<file path="config.mk">
export PLATFORM = sky130hd
export DESIGN_NAME = tile_inverse_transform_unit
export DESIGN_NICKNAME = d
export VERILOG_FILES = /design/src/rtl/tile_inverse_transform_unit.sv
export SDC_FILE = /design/constraint.sdc
export NUM_CORES = 2
export LEC_CHECK = 0
export ABC_CLOCK_PERIOD_IN_PS = 6500
export CAP_MARGIN = 0
export CORE_MARGIN = 2
export CORE_UTILIZATION = 48
export CTS_CLUSTER_DIAMETER = 40
export DETAILED_ROUTE_END_ITERATION = 8
export DONT_BUFFER_PORTS = 1
export PLACE_DENSITY = 0.61
export SETUP_SLACK_MARGIN = 0.2
export SYNTH_ARGS = -nofsm -noshare
export SYNTH_HDL_FRONTEND = slang
export SYNTH_HIERARCHICAL = 1
export SYNTH_SLANG_ARGS = --single-unit
</file>
<file path="constraint.sdc">
create_clock -name clk -period 6.5 [get_ports clk]
set_input_delay 1.3 -clock clk [delete_from_list [all_inputs] [get_ports clk]]
set_output_delay 1.3 -clock clk [all_outputs]
set_load 0.005 [all_outputs]
</file>
<file path="src/rtl/tile_inverse_transform_unit.sv">
// ----------------------------------------------------------------------------
// tile_inverse_transform_unit
//
// Winograd F(4x4,3x3) output transform: Y = A^T * M * A, where M is a 6x6
// element-wise-product tile and Y is the 4x4 spatial output tile. The math is
// done in two passes through one shared A^T kernel per pass:
//   STAGE1 (6 cycles): T[:, j] = A^T * M[:, j]  (one column of M per cycle)
//   STAGE2 (4 cycles): Y[r, :] = A^T * T[r, :]  (one row of T per cycle)
// followed by a single OUTPUT cycle that publishes Y on tile_out.
// All coefficients (1, 2, 4, 8) are realised as shifts and adds.
//
// Ports
//   clk            clock, all logic on posedge
//   rst            synchronous active-high reset
//   start          request, sampled only while idle
//   tile_in        6x6 signed M tile (DATA_W per element), latched on accept
//   tile_out       4x4 signed Y tile (OUT_W per element), registered
//   transform_done one-cycle pulse coincident with the tile_out update
//   busy           high from the cycle after accept until transform_done
// ----------------------------------------------------------------------------

// One application of A^T to a 6-element vector. Inputs are sign-extended to
// OUT_W first, so the sum cannot wrap as long as OUT_W >= IN_W + 5
// (worst-case row gain is 19).
module itu_at_kernel #(
    parameter int IN_W  = 16,
    parameter int OUT_W = 21
) (
    input  logic [0:5][IN_W-1:0]  x,
    output logic [0:3][OUT_W-1:0] y
);
    logic signed [OUT_W-1:0] e [0:5];

    for (genvar k = 0; k < 6; k++) begin : g_ext
        assign e[k] = OUT_W'($signed(x[k]));
    end

    // Shared pair terms: rows 1 and 3 use the differences, row 2 the sums.
    logic signed [OUT_W-1:0] d12, d34, s12, s34;
    assign d12 = e[1] - e[2];
    assign d34 = e[3] - e[4];
    assign s12 = e[1] + e[2];
    assign s34 = e[3] + e[4];

    assign y[0] = e[0] + s12 + s34;
    assign y[1] = d12 + (d34 <<< 1);
    assign y[2] = s12 + (s34 <<< 2);
    assign y[3] = d12 + (d34 <<< 3) + e[5];
endmodule

module tile_inverse_transform_unit #(
    parameter int DATA_W = 16,
    parameter int MID_W  = DATA_W + 5,
    parameter int OUT_W  = DATA_W + 10
) (
    input  logic                         clk,
    input  logic                         rst,
    input  logic                         start,
    input  logic [0:5][0:5][DATA_W-1:0]  tile_in,
    output logic [0:3][0:3][OUT_W-1:0]   tile_out,
    output logic                         transform_done,
    output logic                         busy
);
    localparam logic [1:0] S_IDLE   = 2'd0;
    localparam logic [1:0] S_STAGE1 = 2'd1;
    localparam logic [1:0] S_STAGE2 = 2'd2;
    localparam logic [1:0] S_OUTPUT = 2'd3;

    logic [1:0]                      state;
    logic [2:0]                      cnt;
    logic [0:5][0:5][DATA_W-1:0]     m_reg;
    logic [0:3][0:5][MID_W-1:0]      t_reg;
    logic [0:3][0:3][OUT_W-1:0]      y_reg;

    // Stage-1 operand: column cnt of M. Stage-2 operand: row cnt of T.
    logic [0:5][DATA_W-1:0] col_vec;
    logic [0:5][MID_W-1:0]  row_vec;
    logic [0:3][MID_W-1:0]  col_res;
    logic [0:3][OUT_W-1:0]  row_res;

    always_comb begin
        col_vec = '0;
        row_vec = '0;
        for (int k = 0; k < 6; k++) begin
            col_vec[k] = m_reg[k][cnt];
            row_vec[k] = t_reg[cnt[1:0]][k];
        end
    end

    itu_at_kernel #(.IN_W(DATA_W), .OUT_W(MID_W)) u_stage1 (
        .x (col_vec),
        .y (col_res)
    );

    itu_at_kernel #(.IN_W(MID_W), .OUT_W(OUT_W)) u_stage2 (
        .x (row_vec),
        .y (row_res)
    );

    always_ff @(posedge clk) begin
        if (rst) begin
            state          <= S_IDLE;
            cnt            <= '0;
            m_reg          <= '0;
            t_reg          <= '0;
            y_reg          <= '0;
            tile_out       <= '0;
            transform_done <= 1'b0;
            busy           <= 1'b0;
        end else begin
            transform_done <= 1'b0;
            case (state)
                S_IDLE: begin
                    if (start) begin
                        m_reg <= tile_in;
                        cnt   <= '0;
                        busy  <= 1'b1;
                        state <= S_STAGE1;
                    end
                end
                S_STAGE1: begin
                    for (int i = 0; i < 4; i++) begin
                        t_reg[i][cnt] <= col_res[i];
                    end
                    if (cnt == 3'd5) begin
                        cnt   <= '0;
                        state <= S_STAGE2;
                    end else begin
                        cnt <= cnt + 3'd1;
                    end
                end
                S_STAGE2: begin
                    y_reg[cnt[1:0]] <= row_res;
                    if (cnt == 3'd3) begin
                        cnt   <= '0;
                        state <= S_OUTPUT;
                    end else begin
                        cnt <= cnt + 3'd1;
                    end
                end
                default: begin
                    // S_OUTPUT: publish and return; a start seen here is
                    // dropped, the next one is taken in IDLE.
                    tile_out       <= y_reg;
                    transform_done <= 1'b1;
                    busy           <= 1'b0;
                    state          <= S_IDLE;
                end
            endcase
        end
    end
endmodule
</file>
==> results list <==
* Outcome: finished, violations left
- The final reports fail on slew limit.
- The first detailed-routing pass ran for 6 iterations.
* Adder and majority gate portion of the synthesized area: 0.0642
- Largest net degree at the start of global routing: 1,923
- Class of the most critical hold timing path: reg -> reg
* Cell area power density: 552 nW/um^2
- The count of buffers added on input and output ports is 0.
- Slew headroom: -0.322
- Detailed routing inserted a total of 79,701 vias.
- Sequential-to-total area share from yosys stat: 0.416
- Setup slack of the critical path after layout: 0.338 ns
- Summed over all layers, the routed wires come to 313 mm.
- Post-route ant nets: 0
- Along the worst path, the maximum fanout reaches 18.
- Layout cell share with drive strength beyond 1: 0.124
- Fill cell total of the finished layout: 17,617
* Xor and xnor area share after synthesis: 0.0262
- Overflow left after global routing: 0
- Summed over all instances, the cell type with the most area after synthesis is dfxtp_1.
* Setup total negative slack: 0 ns
* Area of all sequential standard cells: 38,400 um^2
- Clock tree synthesis inserted a total of 290 buffers.
* Slew at the pin closest to its max-slew limit: 1.98 ns
- Of the total power, registers draw 0.221.
* Reported leakage power: 0.0407 uW
- Sorting the synthesized cells by how often they occur yields 3,161 x nand2_1, 1,919 x dfxtp_1, 1,788 x a21oi_1.
- After synthesis the cells add up to 92,500 um^2.
* Top-Level Pins: 997
* Die span in x: 443 um
- Fraction of the cycle the final worst path needs: 0.948
- OpenSTA, run right after detailed placement, puts the worst setup slack at -0.0784 ns.
* Multi-input combinational cell area: 49,500 um^2
- After synthesis, the share of flip-flops with an asynchronous set or reset is 0.
- Area of the die: 196,000 um^2
- The initial utilization of the core area, before any placement, comes to 0.482.
- Clock-pin slew of the registers on the worst-case setup and hold paths: 0.06 ns
- Unrepaired setup endpoints after global routing: no
- The clock net in this run drives a total of 1,919 sinks.
- Setup violations remaining at the end of the flow were counted as 0.
- For the worst setup path, the data arrival time is 7.00 ns.
* Number of endpoints with negative hold slack in the final report: 0
- At the end of routability-driven placement, the weighted congestion stood at 0.976.
- The internal portion of the total power is 34,200 uW.
* Detailed Place HPWL: 223 mm
* Number of hold buffers added after cts: 0
- Largest family of logic cells by synthesized area: simple AND/OR/NAND/NOR gates
- Fin crit period: 6.16 ns
- The final layout contains 12,413 nets.
- Of the total power, the share spent switching nets is 0.427.
- Clock Power Share: 0.264
* Core Box Area: 192,000 um^2
- For the final database, setup skew stands at 0.0775 ns.
- Clock H-tree levels: 5
- Number of global-route vias before repair: 75,637
- Register bit count reported by yosys: 1,919
* Total of warnings raised by yosys: 6
- After detailed routing, the number of remaining DRC violations is 0.
- # rows: 161
* Req. time, crit path: 7.34 ns
* Worst Setup End Kind: flop
* Number of enable flip-flop cells after synthesis: 0
* Initial antenna violation count: 22
- The number of nets in the synthesized netlist is 12,317.
- Signed area change from the synthesized netlist to the final layout: 16.9%
* Clock insertion delay at the later pin of the skew report: 0.95 ns
- Global-route wire length before repair: 462 mm
- Buffer cell driving the clock tree root: clkbuf_16
- Average via count per standard cell: 5.62
- Switching power: 25,500 uW
* Sort of element at the start of the critical path: flop
* Peak supply drop: 0.00131 V
* Wirelength per Cell: 22.1 um
* Detailed router's first-iteration violation count: 6,537
- Based on the critical path, the design can be clocked at up to 162 MHz.
- Global-route usage over all layers: 0.303
* Chip height: 443 um
- The cell count after synthesis came out at 11,320.
- Across all hold checks on the routed design, the worst slack comes to 0.450 ns.
- Max FFs per register: 576
- Relative contribution of combinational cells to total power: 0.515
- The longest clock path from root to sink contains 4 buffers.
- The setup path with the least slack is of type reg -> reg.
- TritonCTS clock tree: done
- Post-Syn Area per Cell: 8.17 um^2
- The fraction of the mapped netlist area in compound gates came to 0.155.
- The max-slew violation count is 454.
- Number of distinct library cells after synthesis: 96
- For this run, the leading register cell type out of synthesis is dfxtp_1.
- Yosys attributes the largest share of cell area to dfxtp_1 42%, nand2_1 13%, a21oi_1 9.7%.
* Multiplexer share of the synthesized area: 0.106
* Simple-gate share of the synthesized area: 0.177
- The share of synthesized area in the top cell type comes to 0.416.
- By instance count, the leading cell after synthesis is nand2_1.
- The tool flagged a number of max-cap violations equal to 0.
[stage by stage]
step / instances / area (um^2) / total power [uW] / util
2_1_floorplan: 11320 / 92500 / 29400 / -
3_3_place_gp: 13622 / 97100 / 42800 / 0.506
3_5_place_dp: 13622 / 97100 / 43100 / 0.506
4_1_cts: 14131 / 107000 / 59100 / 0.558
5_1_grt: 14174 / 108000 / 62500 / 0.563
6_report: 14176 / 108000 / 59700 / 0.563
[cell usage in the layout, fill, tap and decap left out, types with 24 or more instances in the layout]
cell and n:
nand2_1 3156, xor2_1 57, a21oi_1 1780, a211oi_1 28, and3_1 24, buf_4 529, nor2_1 602, nor2b_1 53
a21o_1 82, clkbuf_8 32, clkinv_2 25, mux2_2 78, clkinv_4 24, clkbuf_1 27, inv_6 34, o221ai_1 32
nand3_1 54, o22ai_1 32, buf_12 39, ha_1 315, o21bai_1 37, nand2b_1 47, nor3_1 55, dfxtp_1 1916
a221oi_1 53, mux4_2 126, fa_1 94, a31oi_1 31, o21a_1 67, bufinv_16 31, clkinvlp_4 28, mux2i_1 608
xnor2_1 202, o21ai_0 134, clkbuf_16 302, inv_1 469
[logic make-up (layout without fill, tap and decap cells)]
family / count (synthesis) / in the layout
compound gates: 2508 / 2508
xor+xnor: 277 / 277
fa+ha+maj: 418 / 418
buf+inv: 1267 / 1578
flops: 1919 / 1919
mux: 812 / 812
other cells: 0 / 19
simple gates: 4119 / 4119
[path summary, 6_finish.rpt]
check | start | endpoint | slack [ns] | depth (start not counted)
setup / recovery | cnt[0]$_SDFFE_PP0P_ | y_reg[228]$_SDFFE_PP0P_ | 0.34 | 26
hold / removal | m_reg[508]$_SDFFE_PP0P_ | m_reg[508]$_SDFFE_PP0P_ | 0.45 | 2
setup reg to reg | cnt[0]$_SDFFE_PP0P_ | y_reg[228]$_SDFFE_PP0P_ | 0.34 | 26
hold reg to reg | m_reg[508]$_SDFFE_PP0P_ | m_reg[508]$_SDFFE_PP0P_ | 0.45 | 2
[repair_timing]
item	4_1_cts	5_1_grt
pin swaps	1	16
gates cloned	0	4
buffers inserted	2	16
gates resized for setup	14	106
endpoints found under the setup margin	70	223
[power by group through the flow]
stage	Sequential (uW)	Clock, uW	Combinational, uW
CTS	13200	16000	29900
detailed placement	13400	0	29700
global placement	13400	0	29400
finish	13200	15800	30700
floorplan	13200	0	16100
global route	13300	16500	32700
[critical path, stage by stage, from the launching register on]
cell and delay (ns):
dfxtp_4 0.42, buf_4 0.22, clkbuf_16 0.27, mux4_2 0.46, ha_1 0.53, inv_1 0.11
nor2_1 0.22, o211ai_1 0.14, o211ai_1 0.24, a31oi_2 0.20, xnor2_2 0.30, inv_1 0.10
fa_1 0.51, inv_1 0.04, ha_1 0.29, buf_4 0.17, a21oi_2 0.19, nor2b_1 0.09
o21ai_0 0.15, a21oi_1 0.10, a2111oi_2 0.30, buf_4 0.18, nand2_1 0.08, xor2_2 0.23
buf_4 0.20, nand2_1 0.07, a21oi_1 0.18
[area by class of cell]
cell class | instances | share of cell area
Clock inverter | 150 | 0.0173
Clock buffer | 357 | 0.0740
Sequential cell | 1919 | 0.356
Multi-Input combinational cell | 8134 | 0.458
Inverter | 479 | 0.0166
Antenna cell | 19 | 0.000440
Tap cell | 2526 | 0.0292
Timing Repair Buffer | 592 | 0.0483
[per-layer routing]
metal | track usage | part of all wire | vias to the layer above
met5 | 0 | 0.000038 | -
met4 | 0.128 | 0.044 | 2
met3 | 0.0571 | 0.069 | 560
met2 | 0.513 | 0.48 | 2721
met1 | 0.375 | 0.41 | 38282
li1 | - | - | 38136
Power figures use the tool's default switching activity.
